--- config.mk ---
export PLATFORM = sky130hd
export DESIGN_NAME = apb_master_bridge
export DESIGN_NICKNAME = d
export VERILOG_FILES = /design/src/rtl/apb_master_bridge.sv
export SDC_FILE = /design/constraint.sdc
export NUM_CORES = 1
export LEC_CHECK = 0
export BUFFER_PORTS_ARGS = -buffer_cell sky130_fd_sc_hd__buf_2
export CORE_MARGIN = 2
export CORE_UTILIZATION = 43
export DETAILED_ROUTE_END_ITERATION = 10
export GPL_ROUTABILITY_DRIVEN = 0
export PLACE_DENSITY = 0.89
export SLEW_MARGIN = 20
export SYNTH_ARGS = -nofsm -noshare
export SYNTH_HDL_FRONTEND = slang
export SYNTH_SLANG_ARGS = --single-unit
--- constraint.sdc ---
create_clock -name PCLK -period 1.95 [get_ports PCLK]
set_input_delay 0.0975 -clock PCLK [delete_from_list [all_inputs] [get_ports PCLK]]
set_output_delay 0.0975 -clock PCLK [all_outputs]
set_load 0.05 [all_outputs]
--- src/rtl/apb_master_bridge.sv ---
// -----------------------------------------------------------------------------
// apb_master_bridge
//
// Turns single-word CPU load/store requests into APB3 transfers on the master
// side of the APB address decoder/mux. Runs the IDLE -> SETUP -> ACCESS
// sequence, returns read data to the CPU and aborts with an error when the
// request address is not word aligned or when the slave holds PREADY low for
// TIMEOUT consecutive ACCESS cycles (TIMEOUT = 0 disables the abort).
//
// Handshake: cpu_req is a level request held high until cpu_ack. cpu_ack is a
// one-cycle completion pulse; cpu_err and cpu_rdata qualify it in the same
// cycle. The ack cycle never accepts a request, so a held level request is
// taken at most once per ack.
//
// Ports:
//   PCLK, PRESETn         clock, asynchronous active-low reset
//   cpu_req/we/addr/wdata CPU request side (addr must be word aligned)
//   cpu_rdata/ack/err     CPU completion side, valid while cpu_ack = 1
//   cpu_busy              high while the FSM is outside IDLE
//   M_PSEL..M_PWDATA      APB master outputs toward the mux
//   M_PRDATA, M_PREADY    APB responses returned by the mux
//   fsm_state             current FSM state (debug visibility)
//
// All outputs come straight from flops.
// -----------------------------------------------------------------------------
module apb_master_bridge #(
  parameter int ADDR_W  = 32,
  parameter int DATA_W  = 32,
  parameter int TIMEOUT = 16
) (
  input  logic              PCLK,
  input  logic              PRESETn,
  input  logic              cpu_req,
  input  logic              cpu_we,
  input  logic [ADDR_W-1:0] cpu_addr,
  input  logic [DATA_W-1:0] cpu_wdata,
  output logic [DATA_W-1:0] cpu_rdata,
  output logic              cpu_ack,
  output logic              cpu_err,
  output logic              cpu_busy,
  output logic              M_PSEL,
  output logic              M_PENABLE,
  output logic              M_PWRITE,
  output logic [ADDR_W-1:0] M_PADDR,
  output logic [DATA_W-1:0] M_PWDATA,
  input  logic [DATA_W-1:0] M_PRDATA,
  input  logic              M_PREADY,
  output logic [1:0]        fsm_state
);

  typedef enum logic [1:0] {
    IDLE   = 2'd0,
    SETUP  = 2'd1,
    ACCESS = 2'd2
  } state_t;

  // Counter is wide enough to hold TIMEOUT-1; at least one bit when disabled.
  localparam int              CNT_W      = $clog2(TIMEOUT + 2);
  localparam bit              TIMEOUT_EN = (TIMEOUT != 0);
  localparam logic [CNT_W-1:0] CNT_LAST  = CNT_W'((TIMEOUT > 0) ? TIMEOUT - 1 : 0);

  state_t            state, state_n;
  logic [CNT_W-1:0]  wait_cnt, wait_cnt_n;

  logic              psel_n, penable_n, pwrite_n;
  logic [ADDR_W-1:0] paddr_n;
  logic [DATA_W-1:0] pwdata_n, rdata_n;
  logic              ack_n, err_n, busy_n;

  logic              aligned;
  logic              timeout_hit;

  assign aligned = (cpu_addr[1:0] == 2'b00);

  // wait_cnt holds the number of PREADY-low ACCESS cycles already completed,
  // so the TIMEOUT-th low cycle sees wait_cnt == TIMEOUT-1 and aborts at its
  // closing edge.
  assign timeout_hit = TIMEOUT_EN && (wait_cnt == CNT_LAST);

  // ---------------------------------------------------------------------------
  // Next-state and next-output logic
  // ---------------------------------------------------------------------------
  always_comb begin
    state_n    = state;
    wait_cnt_n = wait_cnt;
    psel_n     = M_PSEL;
    penable_n  = M_PENABLE;
    pwrite_n   = M_PWRITE;
    paddr_n    = M_PADDR;
    pwdata_n   = M_PWDATA;
    rdata_n    = cpu_rdata;
    ack_n      = 1'b0;
    err_n      = 1'b0;

    case (state)
      IDLE: begin
        // The ack cycle is skipped so a held level request is not re-taken.
        if (cpu_req && !cpu_ack) begin
          if (aligned) begin
            state_n    = SETUP;
            psel_n     = 1'b1;
            penable_n  = 1'b0;
            pwrite_n   = cpu_we;
            paddr_n    = cpu_addr;
            pwdata_n   = cpu_wdata;
            wait_cnt_n = '0;
          end else begin
            // Misaligned: no APB activity, immediate error completion.
            ack_n   = 1'b1;
            err_n   = 1'b1;
            rdata_n = '0;
          end
        end
      end

      SETUP: begin
        state_n   = ACCESS;
        penable_n = 1'b1;
      end

      ACCESS: begin
        if (M_PREADY) begin
          state_n   = IDLE;
          psel_n    = 1'b0;
          penable_n = 1'b0;
          ack_n     = 1'b1;
          // Writes leave the previous read data visible.
          if (!M_PWRITE) begin
            rdata_n = M_PRDATA;
          end
        end else if (timeout_hit) begin
          state_n   = IDLE;
          psel_n    = 1'b0;
          penable_n = 1'b0;
          ack_n     = 1'b1;
          err_n     = 1'b1;
          rdata_n   = '0;
        end else begin
          wait_cnt_n = wait_cnt + CNT_W'(1);
        end
      end

      default: begin
        state_n   = IDLE;
        psel_n    = 1'b0;
        penable_n = 1'b0;
      end
    endcase

    busy_n = (state_n != IDLE);
  end

  // ---------------------------------------------------------------------------
  // State and output registers
  // ---------------------------------------------------------------------------
  always_ff @(posedge PCLK or negedge PRESETn) begin
    if (!PRESETn) begin
      state     <= IDLE;
      wait_cnt  <= '0;
      M_PSEL    <= 1'b0;
      M_PENABLE <= 1'b0;
      M_PWRITE  <= 1'b0;
      M_PADDR   <= '0;
      M_PWDATA  <= '0;
      cpu_rdata <= '0;
      cpu_ack   <= 1'b0;
      cpu_err   <= 1'b0;
      cpu_busy  <= 1'b0;
    end else begin
      state     <= state_n;
      wait_cnt  <= wait_cnt_n;
      M_PSEL    <= psel_n;
      M_PENABLE <= penable_n;
      M_PWRITE  <= pwrite_n;
      M_PADDR   <= paddr_n;
      M_PWDATA  <= pwdata_n;
      cpu_rdata <= rdata_n;
      cpu_ack   <= ack_n;
      cpu_err   <= err_n;
      cpu_busy  <= busy_n;
    end
  end

  assign fsm_state = state;

  // ---------------------------------------------------------------------------
  // Embedded protocol properties
  // ---------------------------------------------------------------------------
`ifndef SYNTHESIS
  a_err_has_ack : assert property (@(posedge PCLK) disable iff (!PRESETn)
    cpu_err |-> cpu_ack);

  a_ack_pulse : assert property (@(posedge PCLK) disable iff (!PRESETn)
    cpu_ack |=> !cpu_ack);

  a_enable_needs_sel : assert property (@(posedge PCLK) disable iff (!PRESETn)
    M_PENABLE |-> M_PSEL);

  a_setup_one_cycle : assert property (@(posedge PCLK) disable iff (!PRESETn)
    (state == SETUP) |=> (state == ACCESS));

  a_access_stable : assert property (@(posedge PCLK) disable iff (!PRESETn)
    ((state == ACCESS) && !M_PREADY && !timeout_hit) |=>
      ((state == ACCESS) && $stable(M_PADDR) && $stable(M_PWRITE) && $stable(M_PWDATA)));
`endif

endmodule

==> impl_metrics.yaml <==
run_status:
  outcome: "finished with violations"
  violated_checks: "negative setup slack"
logic_synthesis:
  yosys_register_bits: 109
  ys_types: 36
  async_s_r_ff_share_synth_pct: 100
  synth_enable_flop_cells: 0
  synth_top_area_share_pct: 58.5
  top_post_synthesis_cells_by_area: "sky130_fd_sc_hd__dfrtp_1 59%, sky130_fd_sc_hd__mux2_4 16%, sky130_fd_sc_hd__a22oi_1 5.2%"
  dominantRegCellSynth: "sky130_fd_sc_hd__dfrtp_1"
  synth_seq_area_share_pct: 58.5
  synthesis.nets: 438
  synth.yosys.warnings: 0
  cell_with_the_most_instances_after_synthesis: "sky130_fd_sc_hd__dfrtp_1"
  syn_area_um2: 4660
  syn_inst: 335
  yosys.area.top_type: "sky130_fd_sc_hd__dfrtp_1"
  syn_avg_cell_area_um2: 13.9
  yosys-top-cells-count: "109 x sky130_fd_sc_hd__dfrtp_1, 50 x sky130_fd_sc_hd__mux2_4, 37 x sky130_fd_sc_hd__o21ai_0"
place:
  numPortBuffers: 204
  detailedPlacementHpwl_mm: 8.42
  pre_cts_ws_ns: -0.115
  placed_cells_incl_taps: 681
sta:
  setup_ws_ns: -0.113
  fin_crit_sh_pct: 106
  rsz0062_at_grt: "yes"
  max_slew.worst_pin.slew_ns: 0.634
  highest_clock_rate_mhz: 485
  finalSetupTns_ns: -4.56
  slew-limit-headroom_pct: 57.7
  fin_crit_period_ns: 2.06
  setup_viol: 63
  final_max_slew_viol_count: 0
  maximum_clock_skew_at_final_layout_ns: 0.0136
  final-hold-violation-count: 0
clock_tree:
  h_tree_levels: 3
  ctsRootBufferMaster: "sky130_fd_sc_hd__clkbuf_8"
  max-clock-path-buffers: 2
  numCtsBuffers: 9
  clock-sinks: 109
  worst_setup_hold_path_clk_slew_ns: 0.10
  tritoncts: "done"
  insertion_delay_ns: 0.38
global_route:
  gr-usage-all-layers_pct: 24.5
  grt_max_degree: 44
  grt_first_pass_wirelength_mm: 21.7
  via_count_of_the_first_global_routing_pass: 4224
  antenna_found_initial: 2
  global_route.overflow_total: 0
drt:
  post_drt_wl_per_cell_um: 18.1
  drtAntennaViolNets: 0
  routed_via_density: 5.02
  remaining_drc_errors: 0
  drt_iter0_drc: 246
  detailedRoute.firstPassIterationCount: 5
  detailroute.via_count: 4013
  postRouteWirelength_mm: 14.5
worst_setup_path:
  cpLargestDelayFamily: "simple AND/OR/NAND/NOR gates"
  critical_path.max_fanout: 12
  crit_path_cell_trace: "or4b_4, or3_4, clkinv_8, buf_12, mux2_4"
  critical_path_depth: 5
  critical_path_required_ns: 2.21
  max_stage_delay_ns: 0.54
  worstRegToRegCells: 5
  critPathLaunch: "cpu_ack"
  timing.reg2reg.setup_slack_ns: -0.11
  worst_ep_arrival_time_ns: 2.32
  worstPathBufferInverterCount: 2
  worst_setup_path_endpoint: "M_PADDR[20]"
  start_of_the_worst_register_to_register_path: "cpu_ack"
  critPathKind: "reg -> reg"
  critPathSlowestCell: "sky130_fd_sc_hd__or4b_4"
  rr_endpoint: "M_PADDR[20]"
  start_kind: "flip-flop"
  critPathCaptureType: "flip-flop"
floorplan:
  io_pins: 205
  core.rowCount: 38
  die_width_um: 108
  chipHeight_um: 108
  design.core.area_um2: 10700
  initial_core_util_pct: 43.6
  die_area_um2: 11700
power:
  irDropWorstVdd_v: 0.00113
  switching_power_mw: 4.21
  clock_power_share_pct: 14.9
  power-per-cell-area_nw_per_um2: 1250
  pwr-share-seq_pct: 36.8
  switching_share_pct: 46.6
  power.leakage_nw: 3.57
  intPower_mw: 4.82
  comb_power_share_pct: 48.3
finish:
  instances_no_fill: 800
  final-seq-area_um2: 2730
  syn2layout_area_growth_pct: 55.1
  multiInputGateArea_um2: 1690
  share_of_layout_cells_above_drive_strength_1_pct: 49.4
  num-nets-final: 756
  fillerInstances: 765
worst_hold_path:
  worstHoldPathType: "in -> reg"
  hold_crit_start: "M_PREADY"
flow_run:
  timing.max_cap.violations: 0
-- cell type report --
| class | instances | area share, % |
|---|---|---|
| flip-flops and latches | 109 | 37.8 |
| repair buffers | 326 | 31.6 |
| multi-input cells | 171 | 23.4 |
| well taps | 140 | 2.42 |
| inverters | 36 | 2.04 |
| clock buffers | 10 | 1.90 |
| clock inverters | 6 | 0.762 |
| diodes | 2 | 0.0692 |
-- power by group through the flow --
stage	sequential [mW]	clock, mW	combinational (mW)
after global routing	3.38	1.44	4.52
after global placement	3.27	0	4.01
after detailed placement	3.30	0	4.10
after CTS	3.28	1.37	4.29
after floorplan	5.37	0	0.919
final	3.32	1.34	4.36
-- timing repair --
action                     CTS  global route
hold endpoints to repair   133             0
cloned                       0             1
pin swaps                    1             2
setup buffers                1             3
gates resized for setup     12             3
hold buffers                96             0
setup endpoints to repair   95            77
-- cells in the final DEF, fill, tap and decap left out, types with 2 or more instances in the layout --
master                          count
sky130_fd_sc_hd__nand2_1            2
sky130_fd_sc_hd__a22oi_1           32
sky130_fd_sc_hd__inv_6              3
sky130_fd_sc_hd__inv_1             35
sky130_fd_sc_hd__buf_12             7
sky130_fd_sc_hd__mux2_2             4
sky130_fd_sc_hd__dfrtp_2            3
sky130_fd_sc_hd__o32ai_1            2
sky130_fd_sc_hd__o21ai_0           37
sky130_fd_sc_hd__dfrtp_1          106
sky130_fd_sc_hd__and2_1             3
sky130_fd_sc_hd__ha_2               2
sky130_fd_sc_hd__clkbuf_8          10
sky130_fd_sc_hd__or2_4              2
sky130_fd_sc_hd__diode_2            2
sky130_fd_sc_hd__mux2_4            59
sky130_fd_sc_hd__a22o_1             3
sky130_fd_sc_hd__dlygate4sd3_1     96
sky130_fd_sc_hd__buf_4             19
sky130_fd_sc_hd__clkinv_8           2
sky130_fd_sc_hd__a21o_1             2
sky130_fd_sc_hd__buf_2            203
sky130_fd_sc_hd__nand2b_1           3
-- registers in the layout (all words and copies together) (netlist names) --
register / flops
cpu_rdata: 32
M_PWDATA: 32
cpu_err: 1
M_PWRITE: 1
cpu_busy: 1
M_PENABLE: 1
fsm_state: 2
M_PSEL: 1
cpu_ack: 1
M_PADDR: 32
wait_cnt: 5
-- worst min-delay path by stage --
stage	to	slack, ns	depth (start not counted)
6_report	cpu_err	0.07	2
5_1_grt	cpu_err	0.08	2
2_1_floorplan	M_PADDR[0]	-0.20	0
3_3_place_gp	M_PWDATA[15]	0.10	1
4_1_cts	cpu_err	0.02	2
3_5_place_dp	M_PWDATA[17]	0.12	1
-- per-layer routing --
metal	up-vias	part of all wire (%)	track usage (%)	wire length [um]
li1	1811	-	-	-
met1	2021	37	27.2	5380
met2	147	56	45.5	8050
met3	34	4.0	3.50	578
met4	0	3.0	12.7	439
met5	-	0	0	0
-- cell families after synthesis --
kind of cell	synth area share, %
mux	19.5
simple gates	3.57
fa+ha+maj	0.537
buf+inv	6.63
flops	58.5
compound gates	11.3
-- through the flow --
step                utilization [%]  hold slack (ns)  area (um2)  total power, mW
finish                         67.6           0.0662        7230             9.03
global route                   67.6           0.0790        7230             9.35
CTS                            67.0           0.0187        7170             8.94
detailed placement             55.7            0.116        5960             7.40
global placement               55.7            0.103        5960             7.28
floorplan                         -           -0.198        4670             6.29
No activity file was read; power rests on OpenSTA's default activity.
